<file path="src/rtl/pe_acc_pkg.sv">
// Shared types and constants for the PE shift accumulator.
// Holds the FSM state encoding, default widths and the precision-mode-to-term-count table.
package pe_acc_pkg;

    localparam int unsigned DEF_IN_W  = 20;
    localparam int unsigned DEF_ACC_W = 24;
    localparam int unsigned DEF_CNT_W = 5;

    // Terms per group for each operand precision (2b x 2b ... 8b x 8b)
    localparam int unsigned TERMS_2B = 1;
    localparam int unsigned TERMS_4B = 4;
    localparam int unsigned TERMS_6B = 9;
    localparam int unsigned TERMS_8B = 16;

    typedef enum logic [1:0] {
        IDLE  = 2'd0,
        ACCUM = 2'd1,
        HOLD  = 2'd2
    } state_t;

endpackage

</file>
<file path="src/rtl/pe_acc_add.sv">
// Signed W-bit adder for the accumulator.
// Build option: PE_ACC_SAT_EN clamps the result to the signed W-bit range;
// without it the sum wraps modulo 2^W.
// Ports: a, b - signed addends; sum - signed result.
module pe_acc_add #(
    parameter int unsigned W = 24
) (
    input  logic [W-1:0] a,
    input  logic [W-1:0] b,
    output logic [W-1:0] sum
);

    logic [W-1:0] raw;

    assign raw = a + b;

`ifdef PE_ACC_SAT_EN
    logic ovf_pos;
    logic ovf_neg;

    // Overflow only possible when both addends share a sign that the result lost
    assign ovf_pos = !a[W-1] && !b[W-1] &&  raw[W-1];
    assign ovf_neg =  a[W-1] &&  b[W-1] && !raw[W-1];

    always_comb begin
        sum = raw;
        if (ovf_pos) begin
            sum = {1'b0, {(W-1){1'b1}}};
        end else if (ovf_neg) begin
            sum = {1'b1, {(W-1){1'b0}}};
        end
    end
`else
    assign sum = raw;
`endif

endmodule

</file>
<file path="src/rtl/pe_shift_accumulator.sv">
// Accumulates a configurable number of sign-extended, shifted PE partial sums
// into one dot-product result and holds it until the column adder takes it.
// Build option: PE_ACC_SAT_EN (saturating adds, handled in pe_acc_add).
// Ports:
//   clk, reset (async, active-low), clear (sync abort)
//   cfg_terms  - terms per group, sampled on the first beat, 0 treated as 1
//   in_valid/in_ready/in_data    - upstream beat handshake (in_ready is combinational)
//   out_valid/out_ready/out_data - downstream result handshake
//   busy       - group in progress or result held
module pe_shift_accumulator
    import pe_acc_pkg::*;
#(
    parameter int unsigned IN_W  = DEF_IN_W,
    parameter int unsigned ACC_W = DEF_ACC_W,
    parameter int unsigned CNT_W = DEF_CNT_W
) (
    input  logic             clk,
    input  logic             reset,
    input  logic             clear,
    input  logic [CNT_W-1:0] cfg_terms,
    input  logic             in_valid,
    output logic             in_ready,
    input  logic [IN_W-1:0]  in_data,
    output logic             out_valid,
    input  logic             out_ready,
    output logic [ACC_W-1:0] out_data,
    output logic             busy
);

    state_t           state_q, state_d;
    logic [ACC_W-1:0] acc_q, acc_d;
    logic [CNT_W-1:0] cnt_q, cnt_d;
    logic [CNT_W-1:0] terms_q, terms_d;
    logic [ACC_W-1:0] out_data_d;
    logic             out_valid_d;

    logic             accept;
    logic [ACC_W-1:0] in_ext;
    logic [ACC_W-1:0] sum;
    logic [CNT_W-1:0] terms_new;

    assign in_ready  = (state_q != HOLD) && !clear;
    assign accept    = in_valid && in_ready;
    assign in_ext    = ACC_W'($signed(in_data));
    assign terms_new = (cfg_terms == '0) ? CNT_W'(1) : cfg_terms;

    pe_acc_add #(.W(ACC_W)) u_add (
        .a   (acc_q),
        .b   (in_ext),
        .sum (sum)
    );

    // Next-state and datapath update
    always_comb begin
        state_d     = state_q;
        acc_d       = acc_q;
        cnt_d       = cnt_q;
        terms_d     = terms_q;
        out_data_d  = out_data;
        out_valid_d = out_valid;

        if (clear) begin
            state_d     = IDLE;
            acc_d       = '0;
            cnt_d       = '0;
            out_valid_d = 1'b0;
        end else begin
            unique case (state_q)
                IDLE: begin
                    if (accept) begin
                        acc_d   = in_ext;
                        terms_d = terms_new;
                        cnt_d   = CNT_W'(1);
                        if (terms_new == CNT_W'(1)) begin
                            state_d     = HOLD;
                            out_data_d  = in_ext;
                            out_valid_d = 1'b1;
                        end else begin
                            state_d = ACCUM;
                        end
                    end
                end
                ACCUM: begin
                    if (accept) begin
                        acc_d = sum;
                        cnt_d = cnt_q + CNT_W'(1);
                        if (cnt_q == terms_q - CNT_W'(1)) begin
                            state_d     = HOLD;
                            out_data_d  = sum;
                            out_valid_d = 1'b1;
                        end
                    end
                end
                HOLD: begin
                    if (out_ready) begin
                        state_d     = IDLE;
                        acc_d       = '0;
                        cnt_d       = '0;
                        out_valid_d = 1'b0;
                    end
                end
                default: begin
                    state_d     = IDLE;
                    out_valid_d = 1'b0;
                end
            endcase
        end
    end

    // State and output registers
    always_ff @(posedge clk or negedge reset) begin
        if (!reset) begin
            state_q   <= IDLE;
            acc_q     <= '0;
            cnt_q     <= '0;
            terms_q   <= CNT_W'(1);
            out_valid <= 1'b0;
            out_data  <= '0;
            busy      <= 1'b0;
        end else begin
            state_q   <= state_d;
            acc_q     <= acc_d;
            cnt_q     <= cnt_d;
            terms_q   <= terms_d;
            out_valid <= out_valid_d;
            out_data  <= out_data_d;
            busy      <= (state_d != IDLE);
        end
    end

endmodule

</file>
<file path="config.mk">
export PLATFORM = sky130hd
export DESIGN_NAME = pe_shift_accumulator
export DESIGN_NICKNAME = d
export VERILOG_FILES = /design/src/rtl/pe_acc_pkg.sv /design/src/rtl/pe_acc_add.sv /design/src/rtl/pe_shift_accumulator.sv
export SDC_FILE = /design/constraint.sdc
export NUM_CORES = 1
export LEC_CHECK = 0
export CAP_MARGIN = 20
export CORE_MARGIN = 2
export CORE_UTILIZATION = 32
export DETAILED_ROUTE_END_ITERATION = 8
export PLACE_DENSITY = 0.52
export SETUP_SLACK_MARGIN = 0.5
export SLEW_MARGIN = 25
export SYNTH_ARGS = -nofsm -noshare
export SYNTH_HDL_FRONTEND = slang
export SYNTH_SLANG_ARGS = --single-unit
</file>
<file path="constraint.sdc">
create_clock -name clk -period 6.5 [get_ports clk]
set_input_delay 1.95 -clock clk [delete_from_list [all_inputs] [get_ports clk]]
set_output_delay 1.95 -clock clk [all_outputs]
set_load 0.005 [all_outputs]
</file>
==> results of run 1 <==
[flip-flops by register name, summed over array words and instances, names as in the netlist]
| signal | cells |
|---|---|
| cnt_q | 5 |
| acc_q | 24 |
| state_q | 2 |
| busy | 1 |
| terms_q | 5 |
| out_data | 24 |
| out_valid | 1 |
[per-stage QoR]
step | instance area (µm²) | hold slack [ns] | setup WS [ns] | total power, mW
floorplan | 4831 | 0.4727 | 2.456 | 0.8861
CTS | 5797 | 0.4988 | 1.500 | 1.613
global route | 5797 | 0.5362 | 1.419 | 1.712
detailed placement | 5520 | 0.4807 | 1.505 | 1.161
global placement | 5520 | 0.4781 | 1.503 | 1.151
finish | 5797 | 0.4898 | 1.510 | 1.604
[cells in the final DEF, fill, tap and decap left out, types with 15 or more instances in the layout]
cell and count:
o21ai_0 51, dfrtp_1 61, nand3_1 19, a21oi_1 54, inv_1 15, ha_1 28
nand2_1 45, nor2_1 26, clkdlybuf4s50_1 55, a31oi_1 20
[worst max path at each step]
stage,from,to,slack (ns),cells after the start
finish,clear,in_ready,1.51,3
global route,clear,in_ready,1.42,3
CTS,clear,in_ready,1.50,3
detailed placement,clear,in_ready,1.51,3
global placement,clear,in_ready,1.50,3
floorplan,clear,in_ready,2.46,1
[per-layer routing]
metal / GRT usage / share of wire / routed length (µm)
met1: 0.2611 / 0.49 / 7253
met2: 0.2916 / 0.45 / 6746
met3: 0.02826 / 0.039 / 585
met4: 0.07369 / 0.019 / 284
met5: 0 / 0 / 0
[layout make-up]
| class | instances | area, µm² |
|---|---|---|
| Clock buffer | 9 | 225.2 |
| Clock inverter | 7 | 51.30 |
| Fill cell | 1491 | 8847 |
| Inverter | 17 | 63.81 |
| Multi-Input combinational cell | 455 | 3073 |
| Sequential cell | 62 | 1553 |
| Tap cell | 184 | 230.2 |
| Timing Repair Buffer | 62 | 600.6 |
[cells by family after synthesis]
| family | after synthesis | synth area share |
|---|---|---|
| xor gates and xnor gates | 14 | 0.02538 |
| and+or+nand+nor | 176 | 0.1981 |
| adders and majority gates | 30 | 0.07925 |
| buffers and inverters | 48 | 0.04299 |
| AOI/OAI and AO/OA | 216 | 0.2909 |
| DFF | 62 | 0.3214 |
| muxes | 19 | 0.04196 |
[critical path, cell delays in order]
cell             delay (ns)
clkdlybuf4s50_1        0.42
nor2_1                 0.15
clkdlybuf4s50_1        0.52
[where the power goes]
group | switching (mW) | internal (mW)
sequential | 0.0590 | 0.479
combinational | 0.317 | 0.302
clock | 0.189 | 0.258
total | 0.565 | 1.04
==> results.yml, run 1 <==
outcome:
  run_status: "completed"
placed_design:
  dp_hpwl_um: 10790
  port_buffers: 56
  place.gp.congestion: 0.8714
  placed_cells: 780
die:
  rows: 44
  die_area_um2: 16090
  io_pins: 57
  floorplan.initialDensity: 0.3299
  core_um2: 14640
  die_w_um: 126.9
  die_h_um: 126.9
yosys:
  synth_common_cells: "dfrtp_1, a21oi_1, o21ai_0, nand2_1, ha_1"
  netlist.area_leader.share: 0.3160
  synth_cells: 565
  ys_top_cells_by_area: "dfrtp_1, ha_1, a21oi_1, o21ai_0, nand2_1"
  ys_warn_count: 0
  yosysTopAreaCell: "dfrtp_1"
  ys_types: 82
  netlist_area_um2: 4831
  synth_edf_count: 0
  ys_seq_elements: 62
  yosysMostFrequentCell: "dfrtp_1"
  synth_ff_type: "dfrtp_1"
  synthesis.nets: 625
  yosysSeqAreaShare: 0.3214
  syn_avg_cell_area_um2: 8.550
  async_flop_share: 1.000
critical_path:
  reg2reg_from: "terms_q[0]"
  reg2reg_to: "out_data[1]"
  cp.required_ns: 4.55
  rr_worst_depth: 7
  r2r_setup_slack_ns: 3.38
  arrival_ns: 3.04
  critPathCaptureType: "output port"
  worstSetupPathType: "in2out"
  start_kind: "primary input"
  crit_fanout: 3
clocking:
  cts_buffers: 9
  cts_tree: "yes"
  cts_sinks: 62
  cts_root_buf: "clkbuf_16"
  cts_buffer_depth: 2
  cts.clk_slew.worst_paths_ns: 0.06
  post_cts_resized: 0
  holdBufCountCts: 0
  clock_latency_ns: 0.33
  cts_htree_levels: 3
  post_cts_buffers: 0
hold_path:
  min_to: "out_data[7]"
  holdPathStages: 1
  worstHoldStart: "out_data[7]"
  hp-class: "reg2reg"
sta:
  fmax_mhz: 200.4
  rsz0062_at_grt: "false"
  slew_viol_final: 0
  worstMarginPinSlew_ns: 0.8448
  setup_viol: 0
  tns_ns: 0
  fin_skew_ns: 0.006191
  post-route-period-util: 0.7676
  fin_crit_ns: 4.990
  max_slew_margin: 0.4368
  hold_viol_final: 0
drt:
  wire_per_inst_um: 18.68
  dr.pass1.iters: 4
  route.detailed.drc: 0
  vias_per_cell: 5.800
  drtIter0Drc: 299
  num_vias: 4617
  drt_wl_total_um: 14870
  postRouteAntennaNets: 0
layout:
  fin_nets: 667
  stdcell_count: 796
  antenna_cells: 0
  area_delta_synth_final_pct: 19.99
  final_util: 0.3958
  layout-drive-gt1-share: 0.08987
global_routing:
  grt_pass1_vias: 4563
  track_usage: 0.1871
  grt_max_degree: 69
  overflow: 0
  antenna_found_initial: 0
  grt_first_pass_wirelength_um: 24140
flow_run:
  maxCapViolCount: 0
power_and_ir_drop:
  leakage_nw: 2.289
  powerDensity_nw_per_um2: 276.7
  peakVddDrop_uv: 141.2
(Power assumes the default switching activity.)
==> inputs of run 2 (changes only) <==
==> constraint.sdc (replaced) <==
create_clock -name clk -period 4.6 [get_ports clk]
set_input_delay 1.38 -clock clk [delete_from_list [all_inputs] [get_ports clk]]
set_output_delay 1.38 -clock clk [all_outputs]
set_load 0.005 [all_outputs]
==> run 2 against run 1 <==
Net effect: register-to-register slack got worse by 1.9 ns; largest power group unchanged; critical path type unchanged; clock skew increased by 0.0022 ns; sequential share of layout area decreased by 0.32 points; non-clock buffer count increased by 3; critical endpoint unchanged.
==> results.yml, run 2 (same netlist as run 1, synthesis figures left out) <==
placed_design:
  port_buffers: 56
  dp_hpwl_um: 11230
  place.gp.congestion: 0.9473
  placed_area_um2: 5543
  placed_cells: 783
  place_ws_ns: 0.4737
global_routing:
  track_usage: 0.1916
  antenna_found_initial: 0
  grt_pass1_vias: 4549
  grt_max_degree: 45
  grt_first_pass_wirelength_um: 24580
  overflow: 0
die:
  die_h_um: 126.9
  io_pins: 57
  core_um2: 14640
  floorplan.initialDensity: 0.3299
  die_w_um: 126.9
  rows: 44
  die_area_um2: 16090
layout:
  fill_cells: 1444
  multi_input_area_um2: 3073
  stdcell_count: 799
  ff_latch_area_um2: 1553
  final_cell_area_um2: 5867
  final_util: 0.4006
  antenna_cells: 0
  mostFrequentLayoutCells: "dfrtp_1, clkdlybuf4s50_1, a21oi_1"
  largestRegisters: "acc_q: 24 flops, out_data: 24 flops"
  final_common_cell: "dfrtp_1"
  area_delta_synth_final_pct: 21.45
  layout-drive-gt1-share: 0.09268
  fin_nets: 670
drt:
  postRouteAntennaNets: 0
  route.detailed.drc: 0
  drtIter0Drc: 370
  wire_per_inst_um: 18.97
  dr.pass1.iters: 5
  num_vias: 4716
  vias_per_cell: 5.902
  drt_wl_total_um: 15150
sta:
  fmax_mhz: 253.4
  worstMarginPinSlew_ns: 0.8543
  fin_ws_ns: 0.6532
  hold_viol_final: 0
  setup_viol: 0
  fin_skew_ns: 0.008354
  max_slew_margin: 0.4293
  tns_ns: 0
  post-route-period-util: 0.8580
  rsz0062_at_grt: "false"
  finalHoldWorstSlack_ns: 0.5016
  slew_viol_final: 0
  fin_crit_ns: 3.947
clocking:
  cts_htree_levels: 3
  cts_root_buf: "clkbuf_16"
  cts_buffer_depth: 2
  cts_tree: "yes"
  holdBufCountCts: 0
  cts_sinks: 62
  post_cts_resized: 0
  cts.clk_slew.worst_paths_ns: 0.06
  post_cts_buffers: 0
  clock_latency_ns: 0.33
  cts_buffers: 9
power_and_ir_drop:
  p_total_mw: 2.369
  leakage_nw: 2.339
  powerDensity_nw_per_um2: 403.8
  peakVddDrop_uv: 176.0
hold_path:
  hp-class: "reg2reg"
critical_path:
  arrival_ns: 2.57
  start_kind: "primary input"
  crit_fanout: 3
  cp.required_ns: 3.22
  worstSetupPathType: "in2out"
  critPathCaptureType: "output port"
flow_run:
  maxCapViolCount: 0
outcome:
  run_status: "completed"
==> run 2: cell types whose count changed in the layout (fill, tap and decap cells not counted), sizes merged <==
cell,previous run,this run
clkbuf,9,14
buf,7,10
clkinvlp,5,1
bufinv,0,1
clkinv,3,1
==> run 2: final timing paths <==
kind,from,to,slack [ns],depth (start not counted)
max,clear,in_ready,0.65,3
min,out_data[7],out_data[7],0.50,1
max reg2reg,state_q[0],acc_q[10],1.44,7
min reg2reg,out_data[7],out_data[7],0.50,1
max in group asynchronous,reset,out_data[18],2.84,2
min in group asynchronous,reset,out_data[7],1.04,1
==> run 2: per-layer routing <==
| metal | global-route usage | vias up | part of all wire |
|---|---|---|---|
| met5 | 0 | - | 0 |
| met4 | 0.06787 | 0 | 0.024 |
| met3 | 0.02446 | 24 | 0.038 |
| met2 | 0.3020 | 131 | 0.45 |
| met1 | 0.2704 | 2320 | 0.49 |
| li1 | - | 2241 | - |
==> run 2: cell type report <==
type,count,share of cell area
Clock buffer,14,0.04841
Clock inverter,2,0.006398
Inverter,17,0.01088
Multi-Input combinational cell,455,0.5238
Sequential cell,62,0.2647
Tap cell,184,0.03924
Timing Repair Buffer,65,0.1066
==> run 2: power by group <==
part / switching (mW) / internal (mW)
clock network: 0.254 / 0.479
registers: 0.0807 / 0.678
logic: 0.449 / 0.430
total: 0.783 / 1.59
==> run 2: worst max-delay path, cell delays in order <==
cell and delay (ns):
clkdlybuf4s50_1 0.46, nor2_1 0.19, clkdlybuf4s50_1 0.54
==> inputs of run 3 (changes only) <==
--- a/config.mk
+++ b/config.mk
@@ -5,10 +5,12 @@
 export SDC_FILE = /design/constraint.sdc
 export NUM_CORES = 1
 export LEC_CHECK = 0
-export CAP_MARGIN = 20
+export CAP_MARGIN = 15
+export CORE_ASPECT_RATIO = 0.8
 export CORE_MARGIN = 2
 export CORE_UTILIZATION = 32
 export DETAILED_ROUTE_END_ITERATION = 8
+export GPL_ROUTABILITY_DRIVEN = 0
 export PLACE_DENSITY = 0.52
 export SETUP_SLACK_MARGIN = 0.5
 export SLEW_MARGIN = 25
==> run 3 against run 2 <==
Net effect: register-to-register slack better by 0.28 ns; setup slack better by 0.032 ns; cell count up 1.1%; flip-flop and latch count unchanged; cell area increased by 0.58%; non-clock buffer count up 4; hold slack worse by 0.0075 ns; critical endpoint unchanged; largest cell class unchanged.
==> results.yml, run 3 (same netlist as run 1, synthesis figures left out) <==
outcome:
  run_status: "completed"
critical_path:
  worstSetupPathType: "in2out"
  cp-startpoint: "clear"
  endpoint: "in_ready"
  cp_slowest_cell: "clkdlybuf4s50_1"
  cp_common_cell: "clkdlybuf4s50_1"
  reg2reg_from: "state_q[0]"
  crit_path_cell_trace: "clkdlybuf4s50_1 > nor2_1 > clkdlybuf4s50_1"
  start_kind: "primary input"
  rr_worst_depth: 8
  reg2reg_to: "acc_q[19]"
  cp_slowest_stage_delay_ns: 0.54
  crit_fanout: 3
  crit_cells: 3
  r2r_setup_slack_ns: 1.72
  arrival_ns: 2.53
  crit_buf_inv: 2
  critPathCaptureType: "output port"
  cp.required_ns: 3.22
  crit_family: "buffers and inverters"
clocking:
  cts_buffers: 9
  cts_tree: "yes"
  holdBufCountCts: 0
  clock_latency_ns: 0.33
  cts_sinks: 62
  cts_buffer_depth: 2
  cts_htree_levels: 3
  post_cts_buffers: 0
  cts.clk_slew.worst_paths_ns: 0.06
  cts_root_buf: "clkbuf_16"
  post_cts_resized: 0
drt:
  wire_per_inst_um: 19.49
  dr.pass1.iters: 5
  vias_per_cell: 5.895
  route.detailed.drc: 0
  postRouteAntennaNets: 0
  drtIter0Drc: 423
  drt_wl_total_um: 15750
  num_vias: 4763
global_routing:
  antenna_found_initial: 0
  overflow: 0
  grt_pass1_vias: 4607
  track_usage: 0.1998
  grt_first_pass_wirelength_um: 25240
  grt_max_degree: 65
layout:
  layout-drive-gt1-share: 0.09855
  fill_cells: 1498
  antenna_cells: 0
  final_cell_area_um2: 5901
  fin_nets: 674
  ff_latch_area_um2: 1553
  multi_input_area_um2: 3073
  mostFrequentLayoutCells: "dfrtp_1, clkdlybuf4s50_1, a21oi_1"
  final_common_cell: "dfrtp_1"
  largestRegisters: "acc_q: 24 flops, out_data: 24 flops"
  area_delta_synth_final_pct: 22.14
die:
  die_area_um2: 16100
  die_h_um: 113.9
  core_um2: 14860
  io_pins: 57
  floorplan.initialDensity: 0.3250
  die_w_um: 141.4
  rows: 40
sta:
  fmax_mhz: 255.5
  setup_viol: 0
  fin_skew_ns: 0.005392
  fin_ws_ns: 0.6855
  finalHoldWorstSlack_ns: 0.4941
  max_slew_margin: 0.4184
  post-route-period-util: 0.8510
  slew_viol_final: 0
  tns_ns: 0
  fin_crit_ns: 3.915
  rsz0062_at_grt: "false"
  worstMarginPinSlew_ns: 0.8725
  hold_viol_final: 0
placed_design:
  place_ws_ns: 0.4931
  port_buffers: 56
  placed_area_um2: 5579
  dp_hpwl_um: 11300
hold_path:
  hp-class: "reg2reg"
power_and_ir_drop:
  p_total_mw: 2.392
  powerDensity_nw_per_um2: 405.4
  peakVddDrop_uv: 186.0
  leakage_nw: 2.359
flow_run:
  maxCapViolCount: 0
==> run 3: worst min path at each step <==
stage / cells past startpoint / slack [ns] / from / to
detailed placement: 1 / 0.48 / out_data[7] / out_data[7]
CTS: 1 / 0.50 / out_data[7] / out_data[7]
finish: 1 / 0.49 / out_data[7] / out_data[7]
global placement: 1 / 0.48 / out_data[7] / out_data[7]
floorplan: 1 / 0.47 / cnt_q[4] / cnt_q[4]
global route: 1 / 0.54 / out_data[21] / out_data[21]
==> run 3: cell type report <==
class,count,share of cell area
Multi-Input combinational cell,455,0.5208
Clock inverter,2,0.006361
Sequential cell,62,0.2631
Tap cell,189,0.04008
Timing Repair Buffer,69,0.1107
Inverter,17,0.01081
Clock buffer,14,0.04813
==> run 3: metrics by stage <==
| stage | cells | utilization |
|---|---|---|
| 2_1_floorplan | 565 | - |
| 4_1_cts | 808 | 0.3970 |
| 6_report | 808 | 0.3970 |
| 5_1_grt | 808 | 0.3970 |
| 3_3_place_gp | 792 | 0.3753 |
| 3_5_place_dp | 792 | 0.3753 |
==> run 3: power by group <==
group | switching (mW) | total (mW) | internal, mW
sequential | 0.0842 | 0.762 | 0.677
clock | 0.265 | 0.744 | 0.480
combinational | 0.455 | 0.886 | 0.432
==> run 3: metal layers <==
metal  track usage  part of all wire
met1        0.2909              0.49
met2        0.2945              0.42
met3       0.03862             0.062
met4       0.07133             0.028
met5             0                 0
